### src/rtl/i2c_mst_single_byte_if.sv
// Host command handshake and open-drain bus signals for i2c_mst_single_byte.
// Member names are seen from the master: i_* flow into it, o_* flow out of it.
interface i2c_mst_single_byte_if;
    logic       i_start;
    logic       i_rw;
    logic [6:0] i_addr;
    logic [7:0] i_wdata;
    logic       i_scl;
    logic       i_sda;
    logic       o_scl;
    logic       o_sda;
    logic       o_ready;
    logic       o_done;
    logic       o_nack;
    logic [7:0] o_rdata;

    modport master (
        input  i_start, i_rw, i_addr, i_wdata, i_scl, i_sda,
        output o_scl, o_sda, o_ready, o_done, o_nack, o_rdata
    );

    modport slave (
        output i_start, i_rw, i_addr, i_wdata, i_scl, i_sda,
        input  o_scl, o_sda, o_ready, o_done, o_nack, o_rdata
    );
endinterface

### src/rtl/i2c_mst_single_byte.sv
// Single-byte I2C master: START, address+R/W, one data byte, STOP per command.
// Define I2C_MST_CLK_STRETCH_EN to let a slave stretch SCL by holding it low.
module i2c_mst_single_byte #(
    parameter int NUM_CLKS_SCL_LO = 78,
    parameter int NUM_CLKS_SCL_HI = 74,
    parameter int NUM_CLKS_T_BUF  = 80,
    parameter int WIDTH_CNT       = 8
) (
    input  logic                  i_clk,
    input  logic                  i_rstn,
    i2c_mst_single_byte_if.master bus
);
    localparam logic [WIDTH_CNT-1:0] LP_LO_MID    = WIDTH_CNT'(NUM_CLKS_SCL_LO / 2);
    localparam logic [WIDTH_CNT-1:0] LP_LO_LAST   = WIDTH_CNT'(NUM_CLKS_SCL_LO - 1);
    localparam logic [WIDTH_CNT-1:0] LP_HI_LAST   = WIDTH_CNT'(NUM_CLKS_SCL_HI - 1);
    localparam logic [WIDTH_CNT-1:0] LP_TBUF_LAST = WIDTH_CNT'(NUM_CLKS_T_BUF - 1);

    typedef enum logic [2:0] {
        S_IDLE, S_START, S_ADDR, S_ADDR_ACK, S_DATA, S_DATA_ACK, S_STOP, S_TBUF
    } state_t;

    state_t               r_state;
    logic [WIDTH_CNT-1:0] r_cnt;
    logic                 r_hi;
    logic [2:0]           r_bit;
    logic [7:0]           r_shift;
    logic [7:0]           r_wdata;
    logic                 r_rw;
    logic                 r_scl_s1, r_scl_s2, r_sda_s1, r_sda_s2;
    logic                 r_scl, r_sda, r_ready, r_done, r_nack;
    logic [7:0]           r_rdata;
    logic                 w_hi_run;
    logic                 w_sda_bit;

    assign bus.o_scl   = r_scl;
    assign bus.o_sda   = r_sda;
    assign bus.o_ready = r_ready;
    assign bus.o_done  = r_done;
    assign bus.o_nack  = r_nack;
    assign bus.o_rdata = r_rdata;

`ifdef I2C_MST_CLK_STRETCH_EN
    assign w_hi_run = r_scl_s2;
`else
    // SCL is still synchronized but never holds back the high-phase count.
    assign w_hi_run = r_scl_s2 | 1'b1;
`endif

    always_ff @(posedge i_clk or negedge i_rstn) begin
        if (!i_rstn) begin
            r_scl_s1 <= 1'b1;
            r_scl_s2 <= 1'b1;
            r_sda_s1 <= 1'b1;
            r_sda_s2 <= 1'b1;
        end else begin
            r_scl_s1 <= bus.i_scl;
            r_scl_s2 <= r_scl_s1;
            r_sda_s1 <= bus.i_sda;
            r_sda_s2 <= r_sda_s1;
        end
    end

    // Level put on SDA at mid low phase; acks and read bits leave the line released.
    always_comb begin
        w_sda_bit = 1'b1;
        case (r_state)
            S_ADDR:  w_sda_bit = r_shift[7];
            S_DATA:  w_sda_bit = r_rw | r_shift[7];
            S_STOP:  w_sda_bit = 1'b0;
            default: w_sda_bit = 1'b1;
        endcase
    end

    always_ff @(posedge i_clk or negedge i_rstn) begin
        if (!i_rstn) begin
            r_state <= S_IDLE;
            r_cnt   <= '0;
            r_hi    <= 1'b0;
            r_bit   <= 3'd0;
            r_shift <= 8'h00;
            r_wdata <= 8'h00;
            r_rw    <= 1'b0;
            r_scl   <= 1'b1;
            r_sda   <= 1'b1;
            r_ready <= 1'b1;
            r_done  <= 1'b0;
            r_nack  <= 1'b0;
            r_rdata <= 8'h00;
        end else begin
            r_done <= 1'b0;
            case (r_state)
                S_IDLE: begin
                    if (bus.i_start && r_ready) begin
                        r_shift <= {bus.i_addr, bus.i_rw};
                        r_rw    <= bus.i_rw;
                        r_wdata <= bus.i_wdata;
                        r_nack  <= 1'b0;
                        r_rdata <= 8'h00;
                        r_ready <= 1'b0;
                        r_cnt   <= '0;
                        r_state <= S_START;
                    end
                end
                S_START: begin
                    r_sda <= 1'b0;
                    if (r_cnt == LP_HI_LAST) begin
                        r_scl   <= 1'b0;
                        r_cnt   <= '0;
                        r_hi    <= 1'b0;
                        r_bit   <= 3'd7;
                        r_state <= S_ADDR;
                    end else begin
                        r_cnt <= r_cnt + 1'b1;
                    end
                end
                S_TBUF: begin
                    if (r_cnt == LP_TBUF_LAST) begin
                        r_cnt   <= '0;
                        r_ready <= 1'b1;
                        r_state <= S_IDLE;
                    end else begin
                        r_cnt <= r_cnt + 1'b1;
                    end
                end
                default: begin
                    if (!r_hi) begin
                        if (r_cnt == LP_LO_MID) r_sda <= w_sda_bit;
                        if (r_cnt == LP_LO_LAST) begin
                            r_scl <= 1'b1;
                            r_hi  <= 1'b1;
                            r_cnt <= '0;
                        end else begin
                            r_cnt <= r_cnt + 1'b1;
                        end
                    end else if (w_hi_run) begin
                        if (r_cnt != LP_HI_LAST) begin
                            r_cnt <= r_cnt + 1'b1;
                        end else begin
                            // Last high-phase cycle: sample SDA and close the bit.
                            r_cnt <= '0;
                            r_hi  <= 1'b0;
                            if (r_state != S_STOP) r_scl <= 1'b0;
                            case (r_state)
                                S_ADDR: begin
                                    r_shift <= {r_shift[6:0], 1'b0};
                                    if (r_bit == 3'd0) r_state <= S_ADDR_ACK;
                                    else               r_bit   <= r_bit - 1'b1;
                                end
                                S_ADDR_ACK: begin
                                    if (r_sda_s2) begin
                                        r_nack  <= 1'b1;
                                        r_state <= S_STOP;
                                    end else begin
                                        r_shift <= r_wdata;
                                        r_bit   <= 3'd7;
                                        r_state <= S_DATA;
                                    end
                                end
                                S_DATA: begin
                                    r_shift <= {r_shift[6:0], 1'b0};
                                    if (r_rw) r_rdata <= {r_rdata[6:0], r_sda_s2};
                                    if (r_bit == 3'd0) r_state <= S_DATA_ACK;
                                    else               r_bit   <= r_bit - 1'b1;
                                end
                                S_DATA_ACK: begin
                                    if (!r_rw && r_sda_s2) r_nack <= 1'b1;
                                    r_state <= S_STOP;
                                end
                                S_STOP: begin
                                    r_sda   <= 1'b1;
                                    r_done  <= 1'b1;
                                    r_state <= S_TBUF;
                                end
                                default: r_state <= S_IDLE;
                            endcase
                        end
                    end
                end
            endcase
        end
    end
endmodule

### src/flat_wrapper.sv
// flat-port wrapper written by rule: the top's interface ports become plain ports
module i2c_mst_single_byte_flat 
#(
    parameter int NUM_CLKS_SCL_LO = 78,
    parameter int NUM_CLKS_SCL_HI = 74,
    parameter int NUM_CLKS_T_BUF  = 80,
    parameter int WIDTH_CNT       = 8
)
  (i_clk, i_rstn, bus_i_start, bus_i_rw, bus_i_addr, bus_i_wdata, bus_i_scl, bus_i_sda, bus_o_scl, bus_o_sda, bus_o_ready, bus_o_done, bus_o_nack, bus_o_rdata);
  i2c_mst_single_byte_if bus_i ();
  input  logic i_clk;
  input  logic i_rstn;
  input wire logic [$bits(bus_i.i_start)-1:0] bus_i_start;
  input wire logic [$bits(bus_i.i_rw)-1:0] bus_i_rw;
  input wire logic [$bits(bus_i.i_addr)-1:0] bus_i_addr;
  input wire logic [$bits(bus_i.i_wdata)-1:0] bus_i_wdata;
  input wire logic [$bits(bus_i.i_scl)-1:0] bus_i_scl;
  input wire logic [$bits(bus_i.i_sda)-1:0] bus_i_sda;
  output wire logic [$bits(bus_i.o_scl)-1:0] bus_o_scl;
  output wire logic [$bits(bus_i.o_sda)-1:0] bus_o_sda;
  output wire logic [$bits(bus_i.o_ready)-1:0] bus_o_ready;
  output wire logic [$bits(bus_i.o_done)-1:0] bus_o_done;
  output wire logic [$bits(bus_i.o_nack)-1:0] bus_o_nack;
  output wire logic [$bits(bus_i.o_rdata)-1:0] bus_o_rdata;
  assign bus_i.i_start = bus_i_start;
  assign bus_i.i_rw = bus_i_rw;
  assign bus_i.i_addr = bus_i_addr;
  assign bus_i.i_wdata = bus_i_wdata;
  assign bus_i.i_scl = bus_i_scl;
  assign bus_i.i_sda = bus_i_sda;
  assign bus_o_scl = bus_i.o_scl;
  assign bus_o_sda = bus_i.o_sda;
  assign bus_o_ready = bus_i.o_ready;
  assign bus_o_done = bus_i.o_done;
  assign bus_o_nack = bus_i.o_nack;
  assign bus_o_rdata = bus_i.o_rdata;
  i2c_mst_single_byte #(.NUM_CLKS_SCL_LO(NUM_CLKS_SCL_LO), .NUM_CLKS_SCL_HI(NUM_CLKS_SCL_HI), .NUM_CLKS_T_BUF(NUM_CLKS_T_BUF), .WIDTH_CNT(WIDTH_CNT)) u_core (.i_clk(i_clk), .i_rstn(i_rstn), .bus(bus_i));
endmodule
### config.mk
export PLATFORM = sky130hd
export DESIGN_NAME = i2c_mst_single_byte_flat
export DESIGN_NICKNAME = d
export VERILOG_FILES = /design/src/rtl/i2c_mst_single_byte_if.sv /design/src/rtl/i2c_mst_single_byte.sv /design/src/flat_wrapper.sv
export SDC_FILE = /design/constraint.sdc
export NUM_CORES = 1
export LEC_CHECK = 0
export BUFFER_PORTS_ARGS = -buffer_cell sky130_fd_sc_hd__buf_4
export CORE_UTILIZATION = 52
export DETAILED_ROUTE_END_ITERATION = 7
export MAX_ROUTING_LAYER = met4
export PLACE_DENSITY = 0.86
export SYNTH_ARGS = -nofsm -noshare
export SYNTH_HDL_FRONTEND = slang
export SYNTH_SLANG_ARGS = --single-unit
### constraint.sdc
create_clock -name i_clk -period 2.03 [get_ports i_clk]
set_input_delay 0.406 -clock i_clk [delete_from_list [all_inputs] [get_ports i_clk]]
set_output_delay 0.406 -clock i_clk [all_outputs]
set_load 0.1 [all_outputs]
==> out/metrics.yaml, run 1 <==
outcome:
  status: "finished with violations"
  violations: "setup timing"
critical_path:
  path_cells: "inv_2 > ha_2 > and3b_2 > nand3_2 > a221oi_2 > and3_4 > buf_12 > mux2_4"
  cp.depth: 8
  reg2regPathDepth: 8
  path_max_fanout: 8
  reg2reg_from: "u_core.r_cnt[1]"
  endpoint: "u_core.r_shift[4]"
  crit_buf_inv: 2
  arrival_ns: 2.22
  cp-start-kind: "register"
  critPathTopFamily: "simple AND/OR/NAND/NOR gates"
  max_stage_delay_ns: 0.40
  crit_slowest_cell: "dfrtp_1"
  worst_setup_path_end_kind: "register"
  critPathRequiredTime_ns: 2.21
  criticalPathCategory: "register to register"
  r2r-end: "u_core.r_shift[4]"
  worstSetupStartpoint: "u_core.r_cnt[1]"
  r2r_setup_slack_ns: -0.02
layout:
  fillerInstances: 373
  antenna_cells: 0
  nets: 361
  utilization_pct: 70.1
  syn_to_final_growth_pct: 25.9
  drive_gt1_share_pct: 33.2
sta:
  fin_setup_tns_ns: -0.0545
  rsz0062_at_grt: "yes"
  fin_skew_ns: 0.00958
  maxSlewViolCount: 0
  worst_pin_slew_ns: 0.588
  fin_crit_sh_pct: 101
  layout_setup_ws_ns: -0.0158
  slew_headroom_pct: 60.8
  setup_violations: 6
  hold_viol_final: 0
  fmax_ghz: 0.489
  min_period_ns: 2.05
yosys:
  yosys_warnings: 0
  yosysSeqAreaShare_pct: 43.8
  syn-mean-instance-area_sq_um: 9.64
  async_reset_ff_share_pct: 100
  synthCells: 280
  synth_edf_count: 0
  syn-num-nets: 305
  netlist_area_sq_um: 2700
  synth-seq-cells: 47
  synth-main-ff-cell: "dfrtp_1"
  synth.distinct_cells: 53
pwr:
  leakage_nw: 1.50
  p_int_mw: 2.62
  p_per_area_nw_per_um2: 1390
  p_sw_mw: 2.10
  p_clk_share_pct: 16.9
  seq_power_share_pct: 34.8
  ir_worst_vdd_v: 0.000919
  comb_power_share_pct: 48.3
  swShare_pct: 44.5
floorplan:
  die_w_um: 74.0
  die_h_um: 74.0
  fp.coreArea_sq_um: 4850
  rows: 25
  floorplan.die_area_sq_um: 5480
  ioPinCount: 34
  initial_core_util_pct: 55.7
clock_network:
  cts-buffers-inserted: 5
  clockRootBuffer: "clkbuf_8"
  clk_latency_ns: 0.30
  cts_tree: "yes"
  cts.htree.levels: 2
  clk_pin_slew_ns: 0.09
  cts_sinks: 47
  clock_path_buffers: 2
  hold_buffers: 0
global_route:
  antenna_found_initial: 0
  overflow: 0
  grt_pass1_wl_mm: 10.3
  grt_pass1_vias: 2235
  grt.total_usage_pct: 25.2
  grt_max_degree: 48
drt:
  vias_per_cell: 5.86
  ant_nets: 0
  wl_mm: 6.35
  wl_per_cell_um: 15.7
  route.detailed.drc: 0
  drtIter0Drc: 231
  route.vias.total: 2369
  firstDrtPassIters: 5
placement:
  place_congestion: 0.905
  dp.final_hpwl_mm: 4.22
  port_buffers: 32
job:
  cap_violations: 0
min_path:
  hp-class: "primary input to async pin"
==> worst min path at each step <==
stage | from | endpoint | slack, ns | cells past startpoint
2_1_floorplan | i_rstn | u_core.bus.o_done | 0.11 | 0
3_3_place_gp | u_core.r_sda_s1 | u_core.r_sda_s2 | 0.35 | 0
3_5_place_dp | u_core.r_sda_s1 | u_core.r_sda_s2 | 0.35 | 0
4_1_cts | i_rstn | u_core.bus.o_nack | 0.13 | 1
5_1_grt | i_rstn | u_core.r_wdata[1] | 0.16 | 1
6_report | i_rstn | u_core.r_wdata[1] | 0.11 | 1
==> cells in the final DEF (no fill, tap or decap), drive strengths merged, types with 7 or more instances in the layout <==
master / synthesis / final
a21oi: 14 / 14
a22oi: 8 / 8
and3: 7 / 7
buf: 11 / 67
dfrtp: 42 / 42
inv: 18 / 18
mux2: 19 / 19
mux2i: 10 / 10
nand2: 23 / 23
nand3: 10 / 10
nor2: 18 / 18
o21ai: 30 / 30
==> per-layer routing <==
metal / vias up / track usage, % / part of all wire, %
met2: 80 / 37.7 / 48
li1: 1129 / - / -
met3: 10 / 5.42 / 6.1
met4: 0 / 7.48 / 1.0
met5: - / - / 0
met1: 1150 / 34.6 / 44
==> metrics by stage <==
step                area, sq um  hold slack, ns  setup WS, ns  power, mW  instances
floorplan                  2700           0.110       0.00381       3.27        280
global placement           3150           0.347        0.0288       3.78        388
detailed placement         3150           0.348       -0.0466       3.85        388
CTS                        3310           0.127       -0.0109       4.68        399
global route               3400           0.157        -0.137       4.95        404
finish                     3400           0.106       -0.0158       4.72        404
==> synth_stat cells, drive strengths merged, types with 2 or more instances <==
| cell | n | area (sq um) |
|---|---|---|
| and3 | 7 | 43.8 |
| dfrtp | 42 | 1050 |
| nand4b | 2 | 17.5 |
| or3 | 2 | 12.5 |
| clkbuf | 7 | 26.3 |
| a211oi | 3 | 35.0 |
| nor2b | 5 | 31.3 |
| nand3 | 10 | 55.1 |
| mux2 | 19 | 244 |
| o22ai | 6 | 37.5 |
| dfstp | 5 | 131 |
| inv | 18 | 67.6 |
| o31ai | 5 | 37.5 |
| a31oi | 3 | 18.8 |
| xnor2 | 2 | 17.5 |
| nor3 | 4 | 20.0 |
| mux2i | 10 | 100 |
| a21oi | 14 | 70.1 |
| o211ai | 2 | 15.0 |
| ha | 4 | 50.1 |
| o21ai | 30 | 150 |
| nand2b | 3 | 18.8 |
| nand2 | 23 | 88.8 |
| a22oi | 8 | 60.1 |
| buf | 11 | 66.3 |
| nor2 | 18 | 67.6 |
==> layout make-up <==
type | instances | area [sq um] | area share (%)
Timing Repair Buffer | 67 | 523 | 15.4
Inverter | 18 | 67.6 | 1.99
Clock inverter | 2 | 60.1 | 1.77
Multi-Input combinational cell | 197 | 1410 | 41.3
Tap cell | 67 | 83.8 | 2.47
Clock buffer | 6 | 72.6 | 2.14
Sequential cell | 47 | 1190 | 34.9
==> cells by family after synthesis <==
group	after synthesis	share of synthesized area, %
AO/OA/AOI/OAI	81	19.2
AND/OR/NAND/NOR	80	15.4
flip-flops	47	43.8
buffers and inverters	36	5.93
multiplexers	29	12.7
adder cells (fa/ha/maj)	5	2.23
XOR/XNOR	2	0.649
==> power groups by stage <==
stage	Sequential (mW)	Combinational [mW]	Clock, mW
finish	1.64	2.28	0.798
global route	1.68	2.43	0.840
CTS	1.63	2.24	0.808
detailed placement	1.64	2.21	0
global placement	1.62	2.16	0
floorplan	2.39	0.881	0
==> worst reg2reg max path: cells and delay by family, from the launching register on <==
family | cells | cell delay, ns
AND/OR/NAND/NOR | 3 | 0.54
flip-flops | 1 | 0.40
AO/OA/AOI/OAI | 1 | 0.32
multiplexers | 1 | 0.30
buffers and inverters | 2 | 0.20
adder cells (fa/ha/maj) | 1 | 0.17
==> sequential cells by signal, indices dropped and copies added, names as in the netlist <==
name / cells
u_core.bus.o_rdata: 8
u_core.bus.o_done: 1
u_core.bus.o_sda: 1
u_core.bus.o_nack: 1
u_core.r_hi: 1
u_core.r_sda_s2: 1
u_core.r_wdata: 8
u_core.bus.o_ready: 1
u_core.r_sda_s1: 1
u_core.r_shift: 8
u_core.r_cnt: 8
u_core.r_bit: 3
u_core.r_state: 3
u_core.r_rw: 1
u_core.bus.o_scl: 1
==> what timing repair did <==
action | 4_1_cts | 5_1_grt
cloned | 0 | 1
pin swaps | 4 | 11
buffers inserted | 3 | 4
resized for setup | 4 | 14
setup endpoints to repair | 10 | 23
(Power assumes the default switching activity.)
==> inputs of run 2 (changes only) <==
--- a/config.mk
+++ b/config.mk
@@ -10,6 +10,7 @@
 export DETAILED_ROUTE_END_ITERATION = 7
 export MAX_ROUTING_LAYER = met4
 export PLACE_DENSITY = 0.86
+export SETUP_SLACK_MARGIN = 0.2
 export SYNTH_ARGS = -nofsm -noshare
 export SYNTH_HDL_FRONTEND = slang
 export SYNTH_SLANG_ARGS = --single-unit
==> run 2 against run 1 <==
The run still ends with setup timing left. Critical endpoint is now u_core.r_shift[1]. Largest power group unchanged. Worst hold slack lost 0.020 ns. Clock-buffer cell count is the same. Core utilization grew 2.9 points. Critical path depth is the same. Sequential power is essentially flat.
==> out/metrics.yaml, run 2 (synthesis results as in run 1) <==
outcome:
  status: "finished with violations"
  violations: "setup timing"
drt:
  wl_mm: 6.65  # +4.7%
  drtIter0Drc: 236  # +2.2%
  route.detailed.drc: 0  # unchanged
  vias_per_cell: 5.93  # +1.2%
  wl_per_cell_um: 16.3  # +3.7%
  firstDrtPassIters: 4  # -1
  route.vias.total: 2420  # +2.2%
  ant_nets: 0  # unchanged
critical_path:
  r2r-end: "u_core.r_shift[1]"
  path_max_fanout: 8  # unchanged
  crit_buf_inv: 2  # unchanged
  r2r_setup_slack_ns: -0.006  # about the same
  reg2reg_from: "u_core.r_cnt[1]"
  criticalPathCategory: "register to register"
  arrival_ns: 2.22  # about the same
  crit_slowest_cell: "dfrtp_1"
  critPathTopFamily: "simple AND/OR/NAND/NOR gates"
  max_stage_delay_ns: 0.41  # about the same
  cp-start-kind: "register"
  worst_setup_path_end_kind: "register"
  critPathRequiredTime_ns: 2.22  # about the same
  reg2regPathDepth: 8  # unchanged
  path_cells: "inv_2 > ha_4 > and3b_2 > nand3_2 > a221oi_4 > and3_4 > buf_12 > mux2_4"
sta:
  setup_violations: 1  # -5
  min_period_ns: 2.04  # -0.00989 ns
  maxSlewViolCount: 0  # unchanged
  worst_pin_slew_ns: 0.591  # +0.00347 ns
  hold_viol_final: 0  # unchanged
  layout_setup_ws_ns: -0.00592  # +0.00989 ns
  fin_crit_sh_pct: 100  # -0.49 points
  rsz0062_at_grt: "yes"
  fmax_ghz: 0.491  # +0.49%
  fin_skew_ns: 0.00592  # -0.00366 ns
  slew_headroom_pct: 60.6  # -0.23 points
layout:
  utilization_pct: 73.0  # +2.9 points
  final_common_cell: "buf_4"
  drive_gt1_share_pct: 38.1  # +4.9 points
  fin_area_sq_um: 3540  # +4.1%
  syn_to_final_growth_pct: 31.1
  antenna_cells: 0  # unchanged
  nets: 365  # +1.1%
  final_cell_mix: "64 x buf_4, 41 x dfrtp_1, 23 x o21ai_1"
pwr:
  comb_power_share_pct: 50.2  # +1.9 points
  p_per_area_nw_per_um2: 1340  # -3.7%
  p_clk_share_pct: 14.9  # -2.0 points
  leakage_nw: 1.54  # +2.1%
  swShare_pct: 45.3  # +0.75 points
  p_sw_mw: 2.14  # +2.0%
  seq_power_share_pct: 34.9  # about the same
  ir_worst_vdd_v: 0.000834  # -9.3%
  p_int_mw: 2.59  # -1.0%
job:
  cap_violations: 0  # unchanged
floorplan:
  floorplan.die_area_sq_um: 5480  # unchanged
  initial_core_util_pct: 55.7  # unchanged
  die_w_um: 74.0  # unchanged
  rows: 25  # unchanged
  fp.coreArea_sq_um: 4850  # unchanged
  ioPinCount: 34  # unchanged
  die_h_um: 74.0  # unchanged
global_route:
  antenna_found_initial: 0  # unchanged
  grt_pass1_vias: 2223  # -0.54%
  grt.total_usage_pct: 25.8  # +0.59 points
  overflow: 0  # unchanged
  grt_max_degree: 48  # unchanged
  grt_pass1_wl_mm: 10.5  # +1.2%
min_path:
  hp-class: "primary input to async pin"
placement:
  place_congestion: 0.900  # -0.57%
  port_buffers: 32  # unchanged
  dp.final_hpwl_mm: 4.17  # -1.2%
  post_dp_cell_area_sq_um: 3160  # +0.32%
clock_network:
  cts-buffers-inserted: 5  # unchanged
  cts.htree.levels: 2  # unchanged
  clockRootBuffer: "clkbuf_8"
  cts_sinks: 47  # unchanged
  clk_latency_ns: 0.30  # about the same
  clock_path_buffers: 2  # unchanged
  clk_pin_slew_ns: 0.08  # about the same
  hold_buffers: 0  # unchanged
  cts_tree: "yes"
==> run 2: power groups by stage <==
stage	registers, mW	logic, mW	clock network, mW
after floorplan	2.39	0.884	0
after global placement	1.63	2.15	0
after detailed placement	1.66	2.20	0
after CTS	1.63	2.32	0.720
after global routing	1.69	2.53	0.756
final	1.65	2.38	0.704
==> run 2: worst register-to-register path, cell delays in order (launching register included) <==
cell,delay [ns]
dfrtp_1,0.41
inv_2,0.09
ha_4,0.13
and3b_2,0.19
nand3_2,0.12
a221oi_4,0.32
and3_4,0.23
buf_12,0.13
mux2_4,0.31
==> run 2: final cells by class <==
| class | count | area (sq um) |
|---|---|---|
| Tap cell | 67 | 83.8 |
| Fill cell | 338 | 1310 |
| Timing Repair Buffer | 71 | 582 |
| Clock buffer | 6 | 82.6 |
| Inverter | 18 | 70.1 |
| Sequential cell | 47 | 1190 |
| Multi-Input combinational cell | 197 | 1500 |
| Clock inverter | 2 | 35.0 |
==> run 2: what timing repair did <==
| action | in CTS | in global routing |
|---|---|---|
| pin swaps | 13 | 2 |
| setup buffers | 10 | 3 |
| gates cloned | 2 | 1 |
| gates resized for setup | 20 | 20 |
| endpoints found under the setup margin | 33 | 38 |
==> run 2: per-stage QoR <==
stage | cells | TNS, ns | hold slack [ns] | setup WS (ns) | power (mW)
2_1_floorplan | 280 | 0 | 0.110 | 0.0349 | 3.27
3_3_place_gp | 384 | 0 | 0.346 | 0.0426 | 3.78
3_5_place_dp | 384 | -0.323 | 0.354 | -0.0459 | 3.86
4_1_cts | 404 | 0 | 0.118 | 0.0295 | 4.68
5_1_grt | 408 | -1.37 | 0.148 | -0.123 | 4.98
6_report | 408 | -0.00592 | 0.0859 | -0.00592 | 4.73
==> run 2: worst max path at each step <==
stage                         to       startpoint  cells after the start  slack [ns]
2_1_floorplan  u_core.r_shift[0]  u_core.r_cnt[4]                      6        0.03
3_3_place_gp   u_core.r_shift[5]  u_core.r_cnt[1]                      8        0.04
3_5_place_dp   u_core.r_shift[1]  u_core.r_cnt[1]                      8       -0.05
4_1_cts        u_core.r_shift[1]  u_core.r_cnt[5]                      6        0.03
5_1_grt          u_core.r_cnt[7]  u_core.r_cnt[5]                      8       -0.12
6_report       u_core.r_shift[1]  u_core.r_cnt[1]                      8      -0.006
==> run 2: routing by layer <==
metal,wire (um),vias to the layer above,global-route usage (%)
li1,-,1131,-
met1,2930,1174,35.5
met2,3140,96,39.3
met3,444,19,4.47
met4,133,0,7.69
met5,0,-,-
